## config.mk

```make
export PLATFORM = sky130hd
export DESIGN_NAME = mojo_uart
export DESIGN_NICKNAME = d
export VERILOG_FILES = /design/src/rtl/mojo_uart.sv
export SDC_FILE = /design/constraint.sdc
export NUM_CORES = 1
export LEC_CHECK = 0
export ABC_AREA = 1
export ABC_CLOCK_PERIOD_IN_PS = 2000
export BUFFER_PORTS_ARGS = -buffer_cell sky130_fd_sc_hd__buf_2
export CORE_MARGIN = 2
export CORE_UTILIZATION = 45
export CTS_CLUSTER_SIZE = 24
export DETAILED_ROUTE_END_ITERATION = 6
export HOLD_SLACK_MARGIN = 0.1
export PLACE_DENSITY = 0.63
export SLEW_MARGIN = 30
export SYNTH_ARGS = -nofsm -noshare
export SYNTH_HDL_FRONTEND = slang
export SYNTH_SLANG_ARGS = --single-unit
```

## constraint.sdc

```tcl
create_clock -name clk -period 2 [get_ports clk]
set_input_delay 0.1 -clock clk [delete_from_list [all_inputs] [get_ports clk]]
set_output_delay 0.1 -clock clk [all_outputs]
set_load 0.01 [all_outputs]
```

## src/rtl/mojo_uart.sv

```systemverilog
// mojo_uart: full-duplex UART between the board serial pins and the
// register-window command logic. RX and TX are independent state machines
// on the same clock.
//
// Optional feature macro: UART_PARITY_EN
//   undefined : 8N1 frames, parity_err tied to 0
//   defined   : 8E1 frames (even parity bit after data bit 7); a byte with
//               a parity mismatch is dropped and parity_err pulses
//
// Ports:
//   clk          system clock, rising edge
//   rst          synchronous active-low reset
//   rx           serial line in (idle high, asynchronous to clk)
//   tx           serial line out (idle high, registered)
//   rx_data      last good received byte
//   new_rx_data  one-cycle pulse: rx_data holds a new good byte
//   frame_err    one-cycle pulse: stop bit sampled low
//   parity_err   one-cycle pulse: parity mismatch
//   tx_data      byte to send, sampled when the request is accepted
//   new_tx_data  send request
//   tx_busy      transmitter occupied
//   rx_state     debug view of the RX state machine
//   tx_state     debug view of the TX state machine
//
// TX handshake: new_tx_data is a request qualified by tx_busy. A request
// is accepted on a rising edge where new_tx_data==1 and tx_busy==0;
// tx_data is captured on that edge. Requests seen while tx_busy==1 are
// dropped, never queued. RX has no back-pressure: new_rx_data is a plain
// one-cycle strobe.

module mojo_uart #(
  parameter int CLK_PER_BIT = 100,
  localparam int CTR_SIZE = $clog2(CLK_PER_BIT)
) (
  input  logic       clk,
  input  logic       rst,
  input  logic       rx,
  output logic       tx,
  output logic [7:0] rx_data,
  output logic       new_rx_data,
  output logic       frame_err,
  output logic       parity_err,
  input  logic [7:0] tx_data,
  input  logic       new_tx_data,
  output logic       tx_busy,
  output logic [2:0] rx_state,
  output logic [2:0] tx_state
);

  localparam logic [CTR_SIZE-1:0] CTR_LAST = CTR_SIZE'(CLK_PER_BIT - 1);
  localparam logic [CTR_SIZE-1:0] CTR_HALF = CTR_SIZE'(CLK_PER_BIT / 2 - 1);
  localparam logic [CTR_SIZE-1:0] CTR_ONE  = CTR_SIZE'(1);

`ifdef UART_PARITY_EN
  typedef enum logic [2:0] {RX_IDLE, RX_START, RX_DATA, RX_PARITY, RX_STOP, RX_WAIT_HIGH} rx_st_t;
  typedef enum logic [2:0] {TX_IDLE, TX_START, TX_DATA, TX_PARITY, TX_STOP} tx_st_t;
`else
  typedef enum logic [2:0] {RX_IDLE, RX_START, RX_DATA, RX_STOP, RX_WAIT_HIGH} rx_st_t;
  typedef enum logic [2:0] {TX_IDLE, TX_START, TX_DATA, TX_STOP} tx_st_t;
`endif

  // ---------------- RX ----------------
  rx_st_t              rx_st;
  logic                rx_meta, rs;
  logic [CTR_SIZE-1:0] rx_ctr;
  logic [2:0]          rx_idx;
  logic [7:0]          rx_shift;
`ifdef UART_PARITY_EN
  logic                rx_par_bad;
  logic                parity_err_r;
  assign parity_err = parity_err_r;
`else
  assign parity_err = 1'b0;
`endif

  assign rx_state = rx_st;

  always_ff @(posedge clk) begin
    if (!rst) begin
      rx_meta     <= 1'b1;
      rs          <= 1'b1;
      rx_st       <= RX_IDLE;
      rx_ctr      <= '0;
      rx_idx      <= '0;
      rx_shift    <= '0;
      rx_data     <= '0;
      new_rx_data <= 1'b0;
      frame_err   <= 1'b0;
`ifdef UART_PARITY_EN
      rx_par_bad   <= 1'b0;
      parity_err_r <= 1'b0;
`endif
    end else begin
      rx_meta     <= rx;
      rs          <= rx_meta;
      new_rx_data <= 1'b0;
      frame_err   <= 1'b0;
`ifdef UART_PARITY_EN
      parity_err_r <= 1'b0;
`endif
      case (rx_st)
        RX_IDLE: begin
          rx_ctr <= '0;
          if (!rs) rx_st <= RX_START;
        end
        RX_START: begin
          // Re-check the start bit at its mid-point to reject glitches.
          if (rx_ctr == CTR_HALF) begin
            rx_ctr <= '0;
            rx_idx <= '0;
            rx_st  <= rs ? RX_IDLE : RX_DATA;
          end else begin
            rx_ctr <= rx_ctr + CTR_ONE;
          end
        end
        RX_DATA: begin
          if (rx_ctr == CTR_LAST) begin
            rx_ctr   <= '0;
            rx_shift <= {rs, rx_shift[7:1]};
            rx_idx   <= rx_idx + 3'd1;
`ifdef UART_PARITY_EN
            if (rx_idx == 3'd7) rx_st <= RX_PARITY;
`else
            if (rx_idx == 3'd7) rx_st <= RX_STOP;
`endif
          end else begin
            rx_ctr <= rx_ctr + CTR_ONE;
          end
        end
`ifdef UART_PARITY_EN
        RX_PARITY: begin
          if (rx_ctr == CTR_LAST) begin
            rx_ctr     <= '0;
            rx_par_bad <= rs ^ (^rx_shift);
            rx_st      <= RX_STOP;
          end else begin
            rx_ctr <= rx_ctr + CTR_ONE;
          end
        end
`endif
        RX_STOP: begin
          if (rx_ctr == CTR_LAST) begin
            rx_ctr <= '0;
            if (!rs) begin
              // Framing error wins over parity; wait for the line to
              // recover so a held break reports only once.
              frame_err <= 1'b1;
              rx_st     <= RX_WAIT_HIGH;
`ifdef UART_PARITY_EN
            end else if (rx_par_bad) begin
              parity_err_r <= 1'b1;
              rx_st        <= RX_IDLE;
`endif
            end else begin
              rx_data     <= rx_shift;
              new_rx_data <= 1'b1;
              rx_st       <= RX_IDLE;
            end
          end else begin
            rx_ctr <= rx_ctr + CTR_ONE;
          end
        end
        RX_WAIT_HIGH: begin
          if (rs) rx_st <= RX_IDLE;
        end
        default: rx_st <= RX_IDLE;
      endcase
    end
  end

  // ---------------- TX ----------------
  tx_st_t              tx_st;
  logic [CTR_SIZE-1:0] tx_ctr;
  logic [2:0]          tx_idx;
  logic [7:0]          tx_shift;
`ifdef UART_PARITY_EN
  logic                tx_par;
`endif

  assign tx_state = tx_st;

  // tx is driven straight from a flop; each state loads the level of the
  // next bit on its final cycle so every bit lasts exactly CLK_PER_BIT.
  always_ff @(posedge clk) begin
    if (!rst) begin
      tx_st    <= TX_IDLE;
      tx_ctr   <= '0;
      tx_idx   <= '0;
      tx_shift <= '0;
      tx       <= 1'b1;
      tx_busy  <= 1'b0;
`ifdef UART_PARITY_EN
      tx_par   <= 1'b0;
`endif
    end else begin
      case (tx_st)
        TX_IDLE: begin
          tx     <= 1'b1;
          tx_ctr <= '0;
          if (new_tx_data) begin
            tx_shift <= tx_data;
`ifdef UART_PARITY_EN
            tx_par   <= ^tx_data;
`endif
            tx_busy  <= 1'b1;
            tx       <= 1'b0;
            tx_st    <= TX_START;
          end
        end
        TX_START: begin
          if (tx_ctr == CTR_LAST) begin
            tx_ctr <= '0;
            tx_idx <= '0;
            tx     <= tx_shift[0];
            tx_st  <= TX_DATA;
          end else begin
            tx_ctr <= tx_ctr + CTR_ONE;
          end
        end
        TX_DATA: begin
          if (tx_ctr == CTR_LAST) begin
            tx_ctr   <= '0;
            tx_idx   <= tx_idx + 3'd1;
            tx_shift <= {1'b0, tx_shift[7:1]};
            if (tx_idx == 3'd7) begin
`ifdef UART_PARITY_EN
              tx    <= tx_par;
              tx_st <= TX_PARITY;
`else
              tx    <= 1'b1;
              tx_st <= TX_STOP;
`endif
            end else begin
              tx <= tx_shift[1];
            end
          end else begin
            tx_ctr <= tx_ctr + CTR_ONE;
          end
        end
`ifdef UART_PARITY_EN
        TX_PARITY: begin
          if (tx_ctr == CTR_LAST) begin
            tx_ctr <= '0;
            tx     <= 1'b1;
            tx_st  <= TX_STOP;
          end else begin
            tx_ctr <= tx_ctr + CTR_ONE;
          end
        end
`endif
        TX_STOP: begin
          if (tx_ctr == CTR_LAST) begin
            tx_ctr  <= '0;
            tx_busy <= 1'b0;
            tx_st   <= TX_IDLE;
          end else begin
            tx_ctr <= tx_ctr + CTR_ONE;
          end
        end
        default: tx_st <= TX_IDLE;
      endcase
    end
  end

endmodule

```

==> results.toml <==
[run_status]
status = "finished clean"

[floorplanning]
rows = 27
floorplan.die_area_mm2 = 0.006446
die_h_um = 80.29
die_x_um = 80.29
start_util_pct = 46.98
core-area_mm2 = 0.005574
ios = 31

[synth]
ys_seq_area_share_pct = 42.04
ys_ff_latch = 55
synth_flop_cell = "dfxtp_1"
syn_area_mm2 = 0.002619
synth_edf_count = 0
synthArstFlopShare_pct = 0
netlist-cell-type-count = 35
yosys_warnings = 0
synth_area_per_cell_um2 = 7.214
netlist_instances = 363
synth_top_area_share_pct = 42.04
yosysTopAreaCell = "dfxtp_1"
synth.area.top_cells = "dfxtp_1, nand2_1, nor2_1"

[global_routing]
grt_pass1_wl_mm = 8.997
antenna_found_initial = 0
grt_max_degree = 26
grt-ovfl-total = 0
grt_pass1_vias = 2118
grt_use_total_pct = 17.61

[final_layout]
drive_gt1_share_pct = 16.29
fin_area_mm2 = 0.002978
antenna-diode-count = 0
layout.nets = 422
syn_to_final_growth_pct = 13.71

[clock_tree]
cts-root-buf = "clkbuf_8"
cts_buffers = 5
cts_tree = "done"
cts.path.max_buffers = 2
h-tree-depth = 2
cts_resized = 0
postCtsSetupBuffers = 0
clock_sinks = 55
clk_pin_slew_ps = 100
holdBufCountCts = 4
clk_latency_ps = 310

[worst_setup_path]
crit_type = "reg -> reg"
critPathMaxFanout = 12
slowest_delay_ps = 380
critPathBufInv = 1
worstPathArrival_ps = 1940
slowest_stage = "ha_1"
path_cells = "inv_1 -> ha_1 -> nor2_1 -> nor2_2 -> nand2_2 -> nand2_1 -> a21oi_1"
r2r_start = "tx_state[0]$_SDFFE_PN0P_"
crit_path_end_kind = "register"
crit_start = "tx_state[0]$_SDFFE_PN0P_"
crit_family = "simple AND/OR/NAND/NOR gates"
critPathLaunchType = "register"
cp.depth = 7
reg2regPathDepth = 7
cp.required_ps = 2200
ff2ff_setup_slack_ps = 260
r2r_end = "tx_shift[7]$_SDFFE_PN0P_"
crit_end = "tx_shift[7]$_SDFFE_PN0P_"

[sta]
fin_skew_ps = 13.94
finalHoldViolCount = 0
report.final.slew_viol_count = 0
max_freq_ghz = 0.5754
setup_viol = 0
rsz0062_at_grt = "no"
worst_slack_ps = 261.9
min_period_over_period_pct = 86.90
fin_tns_setup_ps = 0
min_period_ps = 1738

[place]
dp_slack_ps = 276.4
hpwl_mm = 3.770
place_area_mm2 = 0.002825
io_buffers = 28
place_congestion = 0.8126

[route]
routed_via_density = 4.741
wl_per_cell_um = 10.74
drc = 0
drt_wl_total_mm = 5.060
drt-initial-drc-count = 57
postRouteAntennaNets = 0
vias = 2233
dr.pass1.iters = 4

[power_and_ir_drop]
leakagePower_nw = 1.451
p_per_area_mw_per_mm2 = 1190
p_int_mw = 2.135
p_sw_share_pct = 39.74
sequentialPowerShare_pct = 40.0
totalPowerFinal_mw = 3.543
power.switching_mw = 1.408
ir_drop_mv = 0.6410
pwr-share-clk_pct = 20.7
share_comb_of_total_power_pct = 39.3

[hold_path]
worstHoldStart = "tx_data[4]"
holdPathStages = 5
worstHoldPathType = "in -> reg"

[job]
max_cap_violations = 0
## worst min path at each step
stage,to,slack [ps]
2_1_floorplan,rx_meta$_SDFF_PN1_,210
3_3_place_gp,rx_meta$_SDFF_PN1_,290
3_5_place_dp,rx_meta$_SDFF_PN1_,290
4_1_cts,tx_shift[4]$_SDFFE_PN0P_,140
5_1_grt,tx_shift[3]$_SDFFE_PN0P_,170
6_report,tx_shift[4]$_SDFFE_PN0P_,150
## cell type report
cell class	instances	area, µm²
repair buffers	35	202.7
clock buffers	5	68.82
multi-input cells	261	1319
well taps	72	90.09
clock inverters	3	43.79
flip-flops and latches	55	1101
inverters	40	152.6
fillers	572	2596
## state kept, by name (all words and copies together) (netlist names), 2 cells and up
name      cells
rx_data       8
tx_ctr        7
tx_shift      8
rx_ctr        7
rx_idx        3
rx_state      3
rx_shift      8
tx_idx        3
tx_state      2
## worst register-to-register path: stages, from the launching register on
cell and delay, ps:
dfxtp_1 360, inv_1 110, ha_1 380, nor2_1 130
nor2_2 310, nand2_2 190, nand2_1 90, a21oi_1 60
## through the flow
stage / utilization (%) / hold WS (ps) / cells
after floorplan: - / 206.6 / 364
after global placement: 50.68 / 288.0 / 459
after detailed placement: 50.68 / 293.5 / 459
after CTS: 53.42 / 142.9 / 471
after global routing: 53.42 / 171.0 / 471
final: 53.42 / 151.7 / 471
## power by group through the flow
stage	combinational, mW	clock, mW	sequential [mW]
after global routing	1.63	0.796	1.45
after global placement	1.38	0	1.44
after detailed placement	1.39	0	1.44
after CTS	1.40	0.760	1.42
after floorplan	1.09	0	1.43
final	1.39	0.734	1.42
## placed cells by master (no fill, tap or decap), types with 2 or more instances in the layout
cell           instances
clkinv_1               2
ha_1                  12
dlygate4sd3_1          4
nand2_4                2
nand4_1                2
a21oi_1               21
xor2_1                 2
nor3_1                 2
buf_2                 28
dfxtp_1               55
nor2_4                 2
nand3b_1               2
clkinv_2               3
nand3_2                2
nor2_2                 3
inv_2                  3
nor2_1                67
o21ai_0               23
or2_2                  4
conb_1                 2
nand3_1               25
nand2_1               76
clkbuf_8               5
buf_4                  3
inv_1                 33
nand2_2                5
## cells in the mapped netlist (all sizes together), types with 2 or more instances
cell type and count:
a21oi 21, buf 5, clkbuf 3, clkinv 4, dfxtp 55, ha 12, inv 36, nand2 83
nand3 28, nand3b 2, nand4 2, nor2 72, nor3 3, o21ai 23, or2 4, xor2 2
## cell families after synthesis
group	count (synthesis)	synth area share [%]
compound gates	48	9.699
xor+xnor	3	1.004
fa+ha+maj	12	5.733
buf+inv	48	7.740
flops	55	42.05
other cells	1	0.1432
simple gates	196	33.64
## metal layers
layer | vias to the layer above | wire [µm] | GRT usage, %
met3 | 7 | 167 | 4.045
met4 | 0 | 84 | 6.102
li1 | 1217 | - | -
met1 | 977 | 2581 | 22.52
met5 | - | 0 | 0
met2 | 32 | 2227 | 29.08
No activity file was read; power rests on OpenSTA's default activity.
